## src/rtl/pixel_quad_packer_if.sv

```systemverilog
// Pixel stream in / packed-word stream out bundle for pixel_quad_packer.
// master = the video source / dither side, slave = the packer itself.
interface pixel_quad_packer_if;
    logic        pix_vsync;
    logic        pix_de;
    logic [7:0]  pix_data;
    logic [15:0] vout;
    logic        vout_valid;
    logic [2:0]  x_pos;
    logic [2:0]  y_pos;

    modport master (
        output pix_vsync, pix_de, pix_data,
        input  vout, vout_valid, x_pos, y_pos
    );

    modport slave (
        input  pix_vsync, pix_de, pix_data,
        output vout, vout_valid, x_pos, y_pos
    );
endinterface

```

## src/rtl/pixel_quad_packer.sv

```systemverilog
// Packs 8-bit greyscale pixels into 16-bit words of four 4-bit pixels with dither coordinates.
// Build option: PIXEL_ROUNDING_EN selects rounded (saturating) conversion instead of truncation.
module pixel_quad_packer #(
    parameter COLORMODE = "DES"
) (
    input  logic              clk,
    input  logic              rst,
    pixel_quad_packer_if.slave bus
);

    localparam bit MONO = (COLORMODE == "MONO");

    logic [1:0]  cnt_q, cnt_d;
    logic [11:0] nib_q, nib_d;
    logic        de_q, de_d;
    logic [2:0]  word_q, word_d;
    logic [2:0]  line_q, line_d;
    logic [15:0] vout_q, vout_d;
    logic        valid_q, valid_d;
    logic [2:0]  x_q, x_d;
    logic [2:0]  y_q, y_d;

    logic [3:0]  q;
    logic [2:0]  word_inc, line_inc;

`ifdef PIXEL_ROUNDING_EN
    logic [8:0] sum9;
    assign sum9 = {1'b0, bus.pix_data} + 9'd8;
    assign q    = sum9[8] ? 4'hF : sum9[7:4];
`else
    assign q = bus.pix_data[7:4];
`endif

    assign word_inc = (!MONO && word_q == 3'd2) ? 3'd0 : word_q + 3'd1;
    assign line_inc = (!MONO && line_q == 3'd5) ? 3'd0 : line_q + 3'd1;

    // Slot 0 preloads white into the later slots, so a flush can emit nib_q as-is.
    always_comb begin
        cnt_d   = cnt_q;
        nib_d   = nib_q;
        de_d    = de_q;
        word_d  = word_q;
        line_d  = line_q;
        vout_d  = vout_q;
        valid_d = 1'b0;
        x_d     = x_q;
        y_d     = y_q;
        if (bus.pix_vsync) begin
            cnt_d  = 2'd0;
            word_d = 3'd0;
            line_d = 3'd0;
            de_d   = 1'b0;
        end else begin
            de_d = bus.pix_de;
            if (bus.pix_de) begin
                cnt_d = cnt_q + 2'd1;
                case (cnt_q)
                    2'd0: nib_d = {q, 8'hFF};
                    2'd1: nib_d[7:4] = q;
                    2'd2: nib_d[3:0] = q;
                    default: begin
                        vout_d  = {nib_q, q};
                        valid_d = 1'b1;
                        x_d     = word_q;
                        y_d     = line_q;
                        word_d  = word_inc;
                    end
                endcase
            end else if (de_q) begin
                if (cnt_q != 2'd0) begin
                    vout_d  = {nib_q, 4'hF};
                    valid_d = 1'b1;
                    x_d     = word_q;
                    y_d     = line_q;
                end
                cnt_d  = 2'd0;
                word_d = 3'd0;
                line_d = line_inc;
            end
        end
    end

    always_ff @(posedge clk or negedge rst) begin
        if (!rst) begin
            cnt_q   <= 2'd0;
            nib_q   <= 12'h000;
            de_q    <= 1'b0;
            word_q  <= 3'd0;
            line_q  <= 3'd0;
            vout_q  <= 16'h0000;
            valid_q <= 1'b0;
            x_q     <= 3'd0;
            y_q     <= 3'd0;
        end else begin
            cnt_q   <= cnt_d;
            nib_q   <= nib_d;
            de_q    <= de_d;
            word_q  <= word_d;
            line_q  <= line_d;
            vout_q  <= vout_d;
            valid_q <= valid_d;
            x_q     <= x_d;
            y_q     <= y_d;
        end
    end

    assign bus.vout       = vout_q;
    assign bus.vout_valid = valid_q;
    assign bus.x_pos      = x_q;
    assign bus.y_pos      = y_q;

endmodule
```

## src/flat_wrapper.sv

```systemverilog
// flat-port wrapper written by rule: the top's interface ports become plain ports
module pixel_quad_packer_flat 
#(
    parameter COLORMODE = "   "
)
  (clk, rst, bus_pix_vsync, bus_pix_de, bus_pix_data, bus_vout, bus_vout_valid, bus_x_pos, bus_y_pos);
  pixel_quad_packer_if bus_i ();
  input  logic clk;
  input  logic rst;
  input wire logic [$bits(bus_i.pix_vsync)-1:0] bus_pix_vsync;
  input wire logic [$bits(bus_i.pix_de)-1:0] bus_pix_de;
  input wire logic [$bits(bus_i.pix_data)-1:0] bus_pix_data;
  output wire logic [$bits(bus_i.vout)-1:0] bus_vout;
  output wire logic [$bits(bus_i.vout_valid)-1:0] bus_vout_valid;
  output wire logic [$bits(bus_i.x_pos)-1:0] bus_x_pos;
  output wire logic [$bits(bus_i.y_pos)-1:0] bus_y_pos;
  assign bus_i.pix_vsync = bus_pix_vsync;
  assign bus_i.pix_de = bus_pix_de;
  assign bus_i.pix_data = bus_pix_data;
  assign bus_vout = bus_i.vout;
  assign bus_vout_valid = bus_i.vout_valid;
  assign bus_x_pos = bus_i.x_pos;
  assign bus_y_pos = bus_i.y_pos;
  pixel_quad_packer #(.COLORMODE(COLORMODE)) u_core (.clk(clk), .rst(rst), .bus(bus_i));
endmodule
```

## config.mk

```make
export PLATFORM = sky130hd
export DESIGN_NAME = pixel_quad_packer_flat
export DESIGN_NICKNAME = d
export VERILOG_FILES = /design/src/rtl/pixel_quad_packer_if.sv /design/src/rtl/pixel_quad_packer.sv /design/src/flat_wrapper.sv
export SDC_FILE = /design/constraint.sdc
export NUM_CORES = 1
export LEC_CHECK = 0
export ABC_AREA = 1
export BUFFER_PORTS_ARGS = -buffer_cell sky130_fd_sc_hd__buf_2
export CORE_ASPECT_RATIO = 1.2
export CORE_MARGIN = 2
export CORE_UTILIZATION = 40
export DETAILED_ROUTE_END_ITERATION = 16
export PLACE_DENSITY_LB_ADDON = 0.12
export SLEW_MARGIN = 20
export SYNTH_ARGS = -nofsm -noshare
export SYNTH_HDL_FRONTEND = slang
export SYNTH_SLANG_ARGS = --single-unit
```

## constraint.sdc

```tcl
create_clock -name clk -period 2.5 [get_ports clk]
set_clock_uncertainty 0.15 [all_clocks]
set_input_delay 0.375 -clock clk [delete_from_list [all_inputs] [get_ports clk]]
set_output_delay 0.375 -clock clk [all_outputs]
set_load 0.05 [all_outputs]
```

Word level (Yosys, flattened, before mapping)
Cells that the tools add are included.
Storage, ports and cells
  register bits: 44
  input port bits: 12
  logic and storage cells: 69
  output and inout bits: 23
Cells by class
  bitwise logic cells: 1
  reductions and logical operators: 15
  mux-type cells: 32
  add/subtract/negate cells: 3
  equality and inequality tests: 7
Operator list (number)
  $mux W16: 4
  $mux W3: 17
  $pmux W4 S2: 2
  $reduce_bool A2 Y1: 6
  $reduce_and A3 Y1: 3
  $add A3 B1 Y3 const B: 2
  $mux W1: 6
  $mux W2: 3
  $ne A2 B2 Y1 const B: 2
  $reduce_and A2 Y1: 2
  $reduce_and A4 Y1: 1
  $eq A3 B2 Y1 const B: 1
  $eq A3 B3 Y1 const B: 1
  $ne A3 B3 Y1 const B: 1
  $reduce_bool A3 Y1: 1
  $reduce_or A3 Y1: 1
  $add A2 B1 Y2 const B: 1
  $eq A2 B1 Y1 const B: 1
  $eq A2 B2 Y1 const B: 1
  $logic_not A2 Y1: 1
  $not A1 Y1: 1

Longest topological paths before layout
  word-level depth: 5
  mapped depth: 9
  gate-level depth less buffers: 8

Least setup slack after synthesis
OpenSTA, ideal clock, no wires.
  path type: register to register
  start: register u_core.cnt_q[1]
  end: register u_core.vout_q[10], in the netlist u_core.bus.vout[10]
  slack: 1.042 ns
  data arrival time: 1.188 ns
  cell stages (with the launch flop): 10
  cells stage by stage: dfrtp_1 -> inv_1 -> ha_1 -> nand2_1 -> o21ai_2 -> inv_2 -> nand2_4 -> buf_6 -> nand2_1 -> nand2_1
On the way
  cells in the longest elaborated chain, start to end: 4
  elaborated cells between the ends (all ways): 8
  those cells by class: eq/ne (3); reduce/logical (5)
Ends and longest elaborated chain
  start, declared: RTL line pixel_quad_packer.sv:13  | logic [1:0] cnt_q, cnt_d;
  start signal, assigned: RTL line pixel_quad_packer.sv:95  | cnt_q <= cnt_d;
  $eq A2 B2 Y1, or another cell as far along: RTL line pixel_quad_packer.sv:57  | case (cnt_q)
  $reduce_or A3 Y1 (no source line)
  $ne A2 B2 Y1 (no source line)
  $reduce_and A4 Y1 (no source line) *
  end signal, assigned: RTL line pixel_quad_packer.sv:100  | vout_q <= vout_d;
  end, declared: RTL line pixel_quad_packer.sv:18  | logic [15:0] vout_q, vout_d;
Mark *: on every way between the ends. The rest lies on a longest branch, timed or not.
A chain may end at the register's enable or synchronous reset.

Final worst setup path
  start: register u_core.cnt_q[1]
  end: register u_core.vout_q[11], in the netlist u_core.bus.vout[11]
The elaborated chain is that of the path after synthesis.

==> summary by stage <==
Synth
The share of the synthesized area in compound gates (AO/OA/AOI/OAI) was 0.0612. Of the total synthesized cell area, the portion taken by full adders, half adders and majority gates is 0.0255. The number of warnings issued by yosys is 0. The simple-gate area share of the yosys netlist is 0.285. For this run, the register share of the synthesized area comes to 0.561. When the netlist entered floorplanning its net count stood at 241. Of the total synthesized cell area, the portion taken by XOR and XNOR cells is 0. Counting every instance in the synthesized netlist gives 225. The number of library cell types mapped by synthesis is 23. The dominant combinational cell family by area after synthesis is simple AND/OR/NAND/NOR gates.

In this run, synthesis produced a sequential element count of 44. Dividing the synthesized area by the synthesized cell count gives 8.73 sq um. The share of cell area taken by muxes after synthesis is 0.

In this run the cell area of the synthesized design comes to 1960 sq um.

Critical path
Traced cell by cell, the critical path runs through inv_1, ha_1, nand2_1, o21ai_2, inv_2, nand2_4, nand2_1, nand2_1. The critical path is of the flop to flop type. Among cell families on the critical path, the largest total delay comes from flip-flops.

The worst register-to-register path has a depth of 8. The setup slack of the most critical reg-to-reg path is 0.74 ns. The maximum single-stage delay on the critical path is 0.46 ns. The launch instance of the worst register-to-register path is u_core.cnt_q[1]. STA classifies the critical path endpoint as a flop. The master of the slowest instance on the critical path is dfrtp_1. Together, buffers and inverters on the worst path number 2.

In this run the critical register-to-register path is captured at u_core.bus.vout[11]. The maximum fanout along the worst path is 23. The critical path's most frequent cell is nand2_1. The data required time at the worst endpoint is 2.54 ns. Tracing the worst setup path back leads to its startpoint at u_core.cnt_q[1]. Data on the critical path arrives at its endpoint at 1.79 ns. The startpoint class of the critical path is a flop.

Timing
The setup violation total in the final timing report is 0. Based on the critical path, the design can be clocked at up to 569 MHz. After layout, the worst setup slack is 0.743 ns.

The slew of the pin with the lowest slew margin is 0.562 ns. Of the available clock period, the critical path in the final layout requires 0.703. The count of final hold-check violations is 0. Summed over all failing endpoints, the final setup total negative slack is 0 ns.

The max-slew violation total from the final report is 0. The tightest slew margin relative to the limit is 0.626. The worst path needs 1.76 ns of the cycle, external delays included. The final-layout worst hold slack is 0.00107 ns. Setup repair after global routing left no endpoint under its margin.

Clock network
The clock latency of the later-clocked register in the worst-skew pair is 0.29 ns. The post-cts sizing count is 0. The count of H-tree levels built during CTS is 2. In this run the deepest clock path goes through 2 buffers. The number of buffers inserted for hold repair after clock tree synthesis is 0. The TritonCTS buffer count is 5.

The clock drives 44 sinks. The tree is rooted in a clkbuf_8. TritonCTS built the clock tree. The buffer count from post-CTS setup fixing is 0. The clock slew at the register clock pins of the worst setup and hold paths is 0.08 ns.

Layout
The antenna diode count is 0. In the final design database the tool counted 275 nets. The final standard cell count with taps included and fillers excluded is 318. Summing all non-filler instances in the final layout gives an area of 2270 sq um. The ratio of cells with drive above 1 in the final layout is 0.192. The area growth from synthesis to final layout is 15.6%.

Drt
The via count of the routed design is 1499. The count of nets left with antenna violations once routing finished came out at 0. The top layer reached by signal wires is met4.

The first-pass detailed-route iteration total is 4. After detailed routing, the average wire length per cell comes to 12.2 um. Detailed routing placed a total of 1.83 mm of wire on met2. The iteration-0 DRC count of the detailed router is 136. In the routed design, unresolved DRC markers number 0. The routed metal-1 wire length is 1.85 mm. Wires add up to 3.89 mm. The amount of wire on met3 after detailed routing is 163 um. After detailed routing, the number of vias per cell comes to 4.71.

Hold path
The class of the tightest hold or removal check is input pin to asynchronous set/reset pin.

Power
The peak supply drop is 356 uV. The power per cell area is 918 nW/um^2. Summed over all cells, the static leakage comes to 1.23 nW.

Flow run
The max-cap violation count is 0.

GRT
The total congestion overflow after global routing is 0. Across every metal layer, demand over resource in global routing totals 0.163. The largest net degree at the start of global routing is 45. The via count of the first global-routing pass is 1435. The first-pass GRT wire length is 6.66 mm. The number of antenna violations at the first check in global routing is 0.

Floorplanning
The die covers 5490 sq um. The die is 68.0 um wide. The core region is 4660 sq um. The die height is 80.7 um. During I/O placement, the number of pins put on the boundary was 35.

For this configuration, the core starts out at a cell density of 0.421. The number of rows in the core area is 27.

Place
Port buffering added 30 buffers. After detailed placement, the total cell area comes to 2160 sq um. The cell total after placement is 310. The worst slack at placement is 0.722 ns. The detailed placement HPWL is 2.68 mm. At the end of routability-driven placement, the weighted congestion stood at 0.720.

Outcome
The flow ran to the end, and the final reports show no timing, DRC or antenna violations.
-- cell type report --
class / count / area (sq um)
Timing Repair Buffer: 33 / 173
Fill cell: 472 / 2390
Inverter: 22 / 85.1
Tap cell: 58 / 72.6
Clock buffer: 6 / 72.6
Clock inverter: 2 / 35.0
Multi-Input combinational cell: 153 / 729
Sequential cell: 44 / 1100
-- metal layers --
layer | track usage | vias to the layer above
met2 | 0.246 | 33
met3 | 0.0374 | 5
met5 | 0 | -
met4 | 0.0640 | 0
li1 | - | 774
met1 | 0.227 | 687
-- flip-flops by register name, indices dropped and copies added, names as in the netlist, 2 cells and up --
| signal | flops |
|---|---|
| u_core.nib_q | 12 |
| u_core.bus.x_pos | 3 |
| u_core.cnt_q | 2 |
| u_core.line_q | 3 |
| u_core.bus.y_pos | 3 |
| u_core.bus.vout | 16 |
| u_core.word_q | 3 |
-- stage by stage --
stage | total power [W] | utilization
5_1_grt | 0.00222 | 0.487
6_report | 0.00208 | 0.487
2_1_floorplan | 0.00141 | -
3_5_place_dp | 0.00158 | 0.464
3_3_place_gp | 0.00157 | 0.464
4_1_cts | 0.00211 | 0.487
-- synthesized netlist by cell type (all sizes together) --
cell    instances  area, sq um
o22ai           1         6.26
clkinv          1         3.75
nor3            1         16.3
o21ai          12         63.8
inv            21         81.3
buf             6         47.5
dfrtp          44         1100
nor2           19         97.6
a21oi          10         50.1
ha              4         50.1
nand3          30          150
nand2          76          295
-- worst max-delay path by stage --
stage | to | slack [ns] | cells past startpoint
6_report | u_core.bus.vout[11] | 0.74 | 8
5_1_grt | u_core.bus.vout[11] | 0.57 | 8
4_1_cts | u_core.bus.x_pos[0] | 0.71 | 8
3_5_place_dp | u_core.bus.x_pos[0] | 0.72 | 8
3_3_place_gp | u_core.bus.vout[9] | 0.73 | 8
2_1_floorplan | u_core.bus.vout[10] | 1.04 | 9
-- where the power goes --
part           internal (W)  switching [W]  total [W]
sequential         0.000839      0.0000747   0.000913
clock              0.000297       0.000232   0.000529
combinational      0.000146       0.000495   0.000641
-- cell families after synthesis --
kind of cell    after synthesis
simple gates                126
flops                        44
buf+inv                      28
compound gates               23
fa+ha+maj                     4
-- placed cells by master (no fill, tap or decap), types with 2 or more instances in the layout --
| cell type | instances |
|---|---|
| nor2_1 | 16 |
| nand2_1 | 74 |
| inv_2 | 2 |
| nand3_1 | 30 |
| inv_1 | 18 |
| clkbuf_8 | 5 |
| dfrtp_1 | 44 |
| a21oi_1 | 10 |
| buf_2 | 30 |
| ha_1 | 4 |
| buf_4 | 3 |
| o21ai_0 | 10 |
(Power assumes the default switching activity.)
